File: config.mk
export PLATFORM = sky130hd
export DESIGN_NAME = vfpu_engine
export DESIGN_NICKNAME = d
export VERILOG_FILES = /design/src/rtl/vfpu_package.sv /design/src/rtl/vfpu_lane_alu.sv /design/src/rtl/vfpu_engine.sv
export SDC_FILE = /design/constraint.sdc
export NUM_CORES = 2
export LEC_CHECK = 0
export CORE_MARGIN = 3
export CORE_UTILIZATION = 40
export CTS_CLUSTER_SIZE = 30
export DETAILED_ROUTE_END_ITERATION = 7
export SYNTH_ARGS = -nofsm -noshare
export SYNTH_HDL_FRONTEND = slang
export SYNTH_SLANG_ARGS = --single-unit
File: constraint.sdc
create_clock -name clk_i -period 18.9 [get_ports clk_i]
set_input_delay 2.835 -clock clk_i [delete_from_list [all_inputs] [get_ports clk_i]]
set_output_delay 2.835 -clock clk_i [all_outputs]
set_load 0.02 [all_outputs]
File: src/rtl/vfpu_package.sv
// Shared types for the SIMD integer ALU engine.
//   vfpu_op_t       : 3-bit lane operation code
//   vfpu_state_t    : job controller state
//   VFPU_LANE_WIDTH : default lane width
package vfpu_package;

  localparam int VFPU_LANE_WIDTH = 32;

  typedef enum logic [2:0] {
    VFPU_ADD = 3'd0,
    VFPU_SUB = 3'd1,
    VFPU_MUL = 3'd2,
    VFPU_MIN = 3'd3,
    VFPU_MAX = 3'd4,
    VFPU_AND = 3'd5,
    VFPU_OR  = 3'd6,
    VFPU_XOR = 3'd7
  } vfpu_op_t;

  typedef enum logic [1:0] {
    ST_IDLE = 2'd0,
    ST_RUN  = 2'd1,
    ST_DONE = 2'd2
  } vfpu_state_t;

endpackage

File: src/rtl/vfpu_lane_alu.sv
// One combinational SIMD lane of the engine.
//   op  : lane operation
//   a,b : lane operands
//   res : lane result, truncated to LW bits
//   sat : lane clamped (only with VFPU_ENGINE_SATURATE_EN defined; then
//         ADD/SUB saturate as signed values instead of wrapping)
module vfpu_lane_alu
  import vfpu_package::*;
#(
  parameter int LW = VFPU_LANE_WIDTH
) (
  input  vfpu_op_t      op,
  input  logic [LW-1:0] a,
  input  logic [LW-1:0] b,
  output logic [LW-1:0] res
`ifdef VFPU_ENGINE_SATURATE_EN
  ,
  output logic          sat
`endif
);

`ifdef VFPU_ENGINE_SATURATE_EN
  // One extra sign bit: overflow shows up as the top two bits disagreeing.
  logic [LW:0] sum, diff;
  assign sum  = {a[LW-1], a} + {b[LW-1], b};
  assign diff = {a[LW-1], a} - {b[LW-1], b};

  function automatic logic [LW-1:0] clamp(input logic [LW:0] v);
    if (v[LW] ^ v[LW-1]) clamp = v[LW] ? {1'b1, {(LW-1){1'b0}}} : {1'b0, {(LW-1){1'b1}}};
    else                 clamp = v[LW-1:0];
  endfunction
`endif

  always_comb begin
    res = '0;
`ifdef VFPU_ENGINE_SATURATE_EN
    sat = 1'b0;
`endif
    case (op)
`ifdef VFPU_ENGINE_SATURATE_EN
      VFPU_ADD: begin res = clamp(sum);  sat = sum[LW]  ^ sum[LW-1];  end
      VFPU_SUB: begin res = clamp(diff); sat = diff[LW] ^ diff[LW-1]; end
`else
      VFPU_ADD: res = a + b;
      VFPU_SUB: res = a - b;
`endif
      VFPU_MUL: res = a * b;
      VFPU_MIN: res = ($signed(a) < $signed(b)) ? a : b;
      VFPU_MAX: res = ($signed(a) > $signed(b)) ? a : b;
      VFPU_AND: res = a & b;
      VFPU_OR:  res = a | b;
      VFPU_XOR: res = a ^ b;
      default:  res = '0;
    endcase
  end

endmodule

File: src/rtl/vfpu_engine.sv
// Pipelined lane-wise SIMD integer ALU between two operand streams and a
// result stream. A job of len_i beats is launched by start_i; done_o pulses
// once the last result has been handed off.
//   clk_i, rst_i, clear_i : clock, sync reset, sync flush (same effect)
//   start_i/opcode_i/len_i: job launch (sampled in IDLE)
//   busy_o, done_o        : job status
//   a_*, b_*              : operand streams (always consumed together)
//   res_*                 : result stream
//   sat_o                 : sticky clamp flag, only with VFPU_ENGINE_SATURATE_EN
module vfpu_engine
  import vfpu_package::*;
#(
  parameter int DATA_WIDTH  = 32,
  parameter int LANE_WIDTH  = 32,
  parameter int PIPE_STAGES = 2,
  parameter int LEN_WIDTH   = 16
) (
  input  logic                    clk_i,
  input  logic                    rst_i,
  input  logic                    clear_i,
  input  logic                    start_i,
  input  logic [2:0]              opcode_i,
  input  logic [LEN_WIDTH-1:0]    len_i,
  output logic                    busy_o,
  output logic                    done_o,
  input  logic                    a_valid_i,
  input  logic                    b_valid_i,
  output logic                    a_ready_o,
  output logic                    b_ready_o,
  input  logic [DATA_WIDTH-1:0]   a_data_i,
  input  logic [DATA_WIDTH-1:0]   b_data_i,
  input  logic [DATA_WIDTH/8-1:0] a_strb_i,
  input  logic [DATA_WIDTH/8-1:0] b_strb_i,
  output logic                    res_valid_o,
  input  logic                    res_ready_i,
  output logic [DATA_WIDTH-1:0]   res_data_o,
  output logic [DATA_WIDTH/8-1:0] res_strb_o
`ifdef VFPU_ENGINE_SATURATE_EN
  ,
  output logic                    sat_o
`endif
);

  localparam int NB_LANES = DATA_WIDTH / LANE_WIDTH;
  localparam int STRB_W   = DATA_WIDTH / 8;

  vfpu_state_t          state;
  vfpu_op_t             op_q;
  logic [LEN_WIDTH-1:0] in_cnt, out_cnt;
  logic                 busy_q, done_q;
  logic                 flush, acc, res_hs;

  logic [PIPE_STAGES-1:0]                 vld_pipe, ld, in_vld;
  logic [PIPE_STAGES-1:0][DATA_WIDTH-1:0] data_pipe, in_data;
  logic [PIPE_STAGES-1:0][STRB_W-1:0]     strb_pipe, in_strb;

  logic [NB_LANES-1:0][LANE_WIDTH-1:0] a_lanes, b_lanes, lane_res;

  assign flush   = rst_i | clear_i;
  assign a_lanes = a_data_i;
  assign b_lanes = b_data_i;

  // ---------------- lanes ----------------
`ifdef VFPU_ENGINE_SATURATE_EN
  logic [NB_LANES-1:0] lane_sat;
  logic                sat_q;
`endif

  for (genvar l = 0; l < NB_LANES; l++) begin : g_lane
    vfpu_lane_alu #(.LW(LANE_WIDTH)) u_lane (
      .op  (op_q),
      .a   (a_lanes[l]),
      .b   (b_lanes[l]),
      .res (lane_res[l])
`ifdef VFPU_ENGINE_SATURATE_EN
      ,
      .sat (lane_sat[l])
`endif
    );
  end

  // ---------------- pipeline control ----------------
  // A stage loads when empty or when its successor advances; the chain
  // ends at the sink ready, so a full pipe streams 1 beat/cycle.
  always_comb begin
    ld = '0;
    ld[PIPE_STAGES-1] = ~vld_pipe[PIPE_STAGES-1] | res_ready_i;
    for (int k = PIPE_STAGES-2; k >= 0; k--) ld[k] = ~vld_pipe[k] | ld[k+1];
  end

  assign acc    = (state == ST_RUN) && (in_cnt != '0) && a_valid_i && b_valid_i && ld[0];
  assign res_hs = vld_pipe[PIPE_STAGES-1] & res_ready_i;

  always_comb begin
    in_vld  = '0;
    in_data = '0;
    in_strb = '0;
    in_vld[0]  = acc;
    in_data[0] = lane_res;
    in_strb[0] = a_strb_i & b_strb_i;
    for (int k = 1; k < PIPE_STAGES; k++) begin
      in_vld[k]  = vld_pipe[k-1];
      in_data[k] = data_pipe[k-1];
      in_strb[k] = strb_pipe[k-1];
    end
  end

  always_ff @(posedge clk_i) begin
    if (flush) begin
      vld_pipe  <= '0;
      data_pipe <= '0;
      strb_pipe <= '0;
    end else begin
      for (int k = 0; k < PIPE_STAGES; k++) begin
        if (ld[k]) begin
          vld_pipe[k] <= in_vld[k];
          // Bubbles leave the payload untouched.
          if (in_vld[k]) begin
            data_pipe[k] <= in_data[k];
            strb_pipe[k] <= in_strb[k];
          end
        end
      end
    end
  end

  // ---------------- job controller ----------------
  always_ff @(posedge clk_i) begin
    if (flush) begin
      state   <= ST_IDLE;
      op_q    <= VFPU_ADD;
      in_cnt  <= '0;
      out_cnt <= '0;
      busy_q  <= 1'b0;
      done_q  <= 1'b0;
    end else begin
      done_q <= 1'b0;
      if (acc)    in_cnt  <= in_cnt  - LEN_WIDTH'(1);
      if (res_hs) out_cnt <= out_cnt - LEN_WIDTH'(1);
      case (state)
        ST_IDLE: if (start_i) begin
          op_q    <= vfpu_op_t'(opcode_i);
          in_cnt  <= len_i;
          out_cnt <= len_i;
          busy_q  <= 1'b1;
          if (len_i == '0) begin
            state  <= ST_DONE;
            done_q <= 1'b1;
          end else begin
            state <= ST_RUN;
          end
        end
        ST_RUN: if (res_hs && out_cnt == LEN_WIDTH'(1)) begin
          state  <= ST_DONE;
          done_q <= 1'b1;
        end
        ST_DONE: begin
          state  <= ST_IDLE;
          busy_q <= 1'b0;
        end
        default: state <= ST_IDLE;
      endcase
    end
  end

`ifdef VFPU_ENGINE_SATURATE_EN
  always_ff @(posedge clk_i) begin
    if (flush)                             sat_q <= 1'b0;
    else if (state == ST_IDLE && start_i)  sat_q <= 1'b0;
    else if (acc && (|lane_sat))           sat_q <= 1'b1;
  end
  assign sat_o = sat_q;
`endif

  assign busy_o      = busy_q;
  assign done_o      = done_q;
  assign a_ready_o   = acc;
  assign b_ready_o   = acc;
  assign res_valid_o = vld_pipe[PIPE_STAGES-1];
  assign res_data_o  = data_pipe[PIPE_STAGES-1];
  assign res_strb_o  = strb_pipe[PIPE_STAGES-1];

endmodule

==> run_results.csv <==
group,metric,value,unit
clock_network,hold_buffers,0,
clock_network,cts_made_buffers,17,
clock_network,cts-root-to-sink-buffers,2,
synth,ys_seq_area_share,8.930,%
clock_network,insertion_delay,0.42,ns
detailed_routing,drt-met1-wl,38.96,mm
clock_network,cts-htree-levels,4,
sta,transition_time_of_the_tightest_slew_check_pin,1.279,ns
layout,final_layout_size_suffix_gt1_share,3.981,%
worst_setup_path,end_kind,"flop",
worst_setup_path,cp.buffers_inverters,6,
detailed_routing,drt_pass1_iterations,6,
sta,period_minus_slack,10.94,ns
synth,ys_dominant_reg_cell,"sky130_fd_sc_hd__dfxtp_1",
synth,area_of_the_mapped_netlist,25330,um2
worst_setup_path,critical_path_arrival,11.25,ns
global_routing,groute.usage.overall,29.03,%
sta,finalHoldViolCount,0,
die,dieArea,66390,um2
layout,num-fill-cells,6348,
die,die_width,257.7,um
placement,place.detailed.hpwl,74.40,mm
placement,place.gp.congestion,0.9816,
detailed_routing,routed_wl,96.03,mm
worst_setup_path,r2r_path_start,"in_cnt[3]",
worst_setup_path,timing.critical_path.slowest_stage_cell,"sky130_fd_sc_hd__inv_1",
synth,yosys_register_bits,113,
worst_setup_path,reg2reg_slack,15.32,ns
synth,post_synthesis_cell_count,3146,
sta,rsz0062_at_grt,"no",
die,core.rowCount,91,
clock_network,cts_sinks,113,
outcome,status,"finished, final reports clean",
die,vertical_die_dimension,257.7,um
worst_setup_path,critPathMaxFanout,22,
worst_setup_path,cp_common_cell,"sky130_fd_sc_hd__fa_1",
worst_setup_path,worst_path_dominant_cell_family,"adder cells",
global_routing,grt_first_pass_wirelength,145.8,mm
sta,timing.slew.headroom,14.39,%
layout,finalInstanceArea,27870,um2
synth,synthesis.nets,3876,
detailed_routing,avgRoutedWirePerCell,23.98,um
sta,setup-tns-final,0,ns
clock_network,post_cts_buffers,0,
global_routing,first_global_vias,23130,
job,timing.max_cap.violations,0,
worst_setup_path,reg2regPathDepth,10,
sta,fin_crit_sh,57.90,%
clock_network,clk_transition_reported_paths,0.06,ns
worst_setup_path,critPathRequiredTime,19.21,ns
clock_network,ctsResizeCount,0,
detailed_routing,highest-signal-layer,"met4",
detailed_routing,drt_drc_violations_left,0,
clock_network,cts_tree,"built",
sta,fmax,91.39,MHz
min_path,holdCritStartpoint,"data_pipe[3]",
synth,syn_warnings,0,
worst_setup_path,crit_path_max_incr_delay,0.90,ns
sta,worst_hold_slack_across_all_endpoints,0.4489,ns
worst_setup_path,critical_path.startpoint_type,"input port",
detailed_routing,detailroute.wirelength.met2,43.18,mm
detailed_routing,first_iter_violations,2522,
sta,clock_skew,0.01100,ns
worst_setup_path,reg2reg_to,"data_pipe[13]",
detailed_routing,drt.antenna.violating_nets,0,
worst_setup_path,crit_chain,"clkdlybuf4s50_1 > inv_1 > nor2_1 > fa_1 > fa_1 > fa_1 > inv_1 > fa_1 > inv_1 > fa_1 > inv_1 > fa_1 > inv_1 > fa_1 > fa_1 > ha_1 > and3_1 > nand4_1 > a211o_1 > a311oi_2 > xor2_1 > a221o_1 > a221oi_2 > nor2_1",
synth,synth_area_per_cell,8.052,um2
placement,io_buffers,138,
die,num_io_pins,139,
detailed_routing,vias_per_cell,5.632,
global_routing,antenna_found_initial,1,
detailed_routing,detailroute.wirelength.met3,9.293,mm
min_path,min_path_type,"reg -> reg",
placement,postPlaceCellArea,27250,um2
clock_network,clock_tree.root_cell,"sky130_fd_sc_hd__clkbuf_16",
global_routing,global_route_congestion_overflow_total,0,
synth,synthArstFlopShare,0,%
worst_setup_path,timing.setup.critical_path_class,"in -> reg",
min_path,worstHoldEndpoint,"res_data_o[3]",
die,core-area,62170,um2
die,start_util,40.75,%
detailed_routing,via_count,22550,
worst_setup_path,timing.critical_path.depth,24,
layout,finish.net_count,3882,
sta,final_max_slew_viol_count,0,
global_routing,largest_net_degree_at_the_start_of_global_routing,58,
synth,netlist-cell-type-count,83,
synth,number_of_enable_type_register_cells_in_the_synthesized_netlist,0,
sta,final-setup-viol-count,0,
min_path,min_delay_path_depth,2,
layout,syn_to_final_growth,10.04,%
==> per-layer routing <==
| metal | vias to the layer above | track usage [%] |
|---|---|---|
| met5 | - | 0 |
| met4 | 0 | 11.95 |
| met3 | 238 | 5.737 |
| met2 | 1206 | 46.02 |
| met1 | 11100 | 38.87 |
| li1 | 10010 | - |
==> cells in the mapped netlist, types with 11 or more instances <==
cell type	count	area (um2)
sky130_fd_sc_hd__clkinv_1	12	45.04
sky130_fd_sc_hd__a21oi_1	165	825.8
sky130_fd_sc_hd__ha_1	222	2778
sky130_fd_sc_hd__buf_4	35	262.8
sky130_fd_sc_hd__nor4_1	20	125.1
sky130_fd_sc_hd__o21ai_0	102	510.5
sky130_fd_sc_hd__a211oi_1	16	120.1
sky130_fd_sc_hd__nand2_1	387	1453
sky130_fd_sc_hd__inv_1	474	1779
sky130_fd_sc_hd__nor3_1	24	120.1
sky130_fd_sc_hd__o21ai_1	20	100.1
sky130_fd_sc_hd__nor2b_1	14	87.58
sky130_fd_sc_hd__fa_1	410	8208
sky130_fd_sc_hd__xor2_1	40	350.3
sky130_fd_sc_hd__buf_2	23	115.1
sky130_fd_sc_hd__buf_1	21	78.83
sky130_fd_sc_hd__nand2b_1	17	106.4
sky130_fd_sc_hd__a221o_1	11	110.1
sky130_fd_sc_hd__a21o_1	30	225.2
sky130_fd_sc_hd__xnor2_1	107	937.2
sky130_fd_sc_hd__o22ai_1	31	193.9
sky130_fd_sc_hd__dfxtp_1	113	2262
sky130_fd_sc_hd__a31oi_1	21	131.4
sky130_fd_sc_hd__nor2_1	416	1562
sky130_fd_sc_hd__o211ai_1	15	112.6
sky130_fd_sc_hd__mux2i_1	35	350.3
sky130_fd_sc_hd__nand3_1	22	110.1
sky130_fd_sc_hd__clkbuf_1	124	465.5
sky130_fd_sc_hd__o21a_1	20	150.1
sky130_fd_sc_hd__o21bai_1	15	112.6
sky130_fd_sc_hd__a221oi_1	27	236.5
==> flip-flops by register name, summed over array words and instances (netlist names) <==
register    cells
busy_o          1
done_o          1
out_cnt        16
res_strb_o      4
state           2
res_data_o     32
in_cnt         16
vld_pipe        2
op_q            3
data_pipe      32
in_strb         4
==> metrics by stage <==
stage,utilization (%),setup WS [ns],instances
floorplan,-,9.300,3146
global placement,43.83,7.751,3970
detailed placement,43.83,7.683,3970
CTS,44.83,8.108,4002
global route,44.83,7.742,4002
finish,44.84,7.958,4004
==> placed cells by master (no fill, tap or decap), types with 10 or more instances in the layout <==
| cell | Yosys | final |
|---|---|---|
| sky130_fd_sc_hd__nor4_1 | 20 | 20 |
| sky130_fd_sc_hd__nor3_1 | 24 | 24 |
| sky130_fd_sc_hd__xor2_1 | 40 | 40 |
| sky130_fd_sc_hd__nor2_1 | 416 | 414 |
| sky130_fd_sc_hd__fa_1 | 410 | 410 |
| sky130_fd_sc_hd__clkbuf_16 | 0 | 17 |
| sky130_fd_sc_hd__inv_1 | 474 | 474 |
| sky130_fd_sc_hd__a31oi_1 | 21 | 21 |
| sky130_fd_sc_hd__a21o_1 | 30 | 30 |
| sky130_fd_sc_hd__and3_1 | 10 | 10 |
| sky130_fd_sc_hd__nand3_1 | 22 | 22 |
| sky130_fd_sc_hd__o21a_1 | 20 | 20 |
| sky130_fd_sc_hd__a21oi_1 | 165 | 165 |
| sky130_fd_sc_hd__o21bai_1 | 15 | 15 |
| sky130_fd_sc_hd__ha_1 | 222 | 222 |
| sky130_fd_sc_hd__a221o_1 | 11 | 11 |
| sky130_fd_sc_hd__mux2i_1 | 35 | 34 |
| sky130_fd_sc_hd__a221oi_1 | 27 | 27 |
| sky130_fd_sc_hd__o21ai_0 | 102 | 102 |
| sky130_fd_sc_hd__nand2_1 | 387 | 387 |
| sky130_fd_sc_hd__nand2b_1 | 17 | 17 |
| sky130_fd_sc_hd__clkinv_1 | 12 | 12 |
| sky130_fd_sc_hd__o211ai_1 | 15 | 15 |
| sky130_fd_sc_hd__clkdlybuf4s50_1 | 0 | 138 |
| sky130_fd_sc_hd__nor2b_1 | 14 | 13 |
| sky130_fd_sc_hd__a211oi_1 | 16 | 16 |
| sky130_fd_sc_hd__o21ai_1 | 20 | 20 |
| sky130_fd_sc_hd__o22ai_1 | 31 | 31 |
| sky130_fd_sc_hd__dfxtp_1 | 113 | 111 |
| sky130_fd_sc_hd__buf_4 | 35 | 54 |
| sky130_fd_sc_hd__xnor2_1 | 107 | 107 |
| sky130_fd_sc_hd__nand4_1 | 10 | 10 |
==> layout make-up <==
class	instances	area [um2]	share of cell area, %
diodes	2	5.005	0.01795
clock buffers	17	425.4	1.526
well taps	837	1047	3.757
inverters	494	1854	6.652
repair buffers	192	1787	6.410
multi-input cells	2334	20300	72.81
clock inverters	15	195.2	0.7002
flip-flops and latches	113	2265	8.125
==> worst max path at each step <==
stage,start,to,slack [ns]
3_5_place_dp,b_data_i[3],data_pipe[24],7.68
5_1_grt,b_data_i[5],data_pipe[30],7.74
3_3_place_gp,b_data_i[3],data_pipe[24],7.75
2_1_floorplan,b_data_i[2],data_pipe[24],9.30
6_report,b_data_i[5],data_pipe[24],7.96
4_1_cts,b_data_i[3],data_pipe[24],8.11
==> cells by family after synthesis <==
family	Yosys count	synth area share, %
AOI/OAI and AO/OA	551	14.00
xor gates and xnor gates	147	5.083
adders and majority gates	632	43.37
buffers and inverters	699	11.05
DFF	113	8.930
muxes	37	1.472
and+or+nand+nor	967	16.10
==> worst register-to-register path, cell delays in order (launching register included) <==
cell	delay [ns]
sky130_fd_sc_hd__dfxtp_1	0.33
sky130_fd_sc_hd__nor2_1	0.17
sky130_fd_sc_hd__or4bb_1	0.57
sky130_fd_sc_hd__o41ai_1	0.45
sky130_fd_sc_hd__nand2b_1	0.20
sky130_fd_sc_hd__inv_2	0.30
sky130_fd_sc_hd__nor2_2	0.87
sky130_fd_sc_hd__a221oi_1	0.23
sky130_fd_sc_hd__o211ai_1	0.15
sky130_fd_sc_hd__a21oi_1	0.10
sky130_fd_sc_hd__a21oi_1	0.15
Power is left out: the tool's default activity adds up to more than one toggle a clock period on the data nets, which glitch-free logic cannot reach.
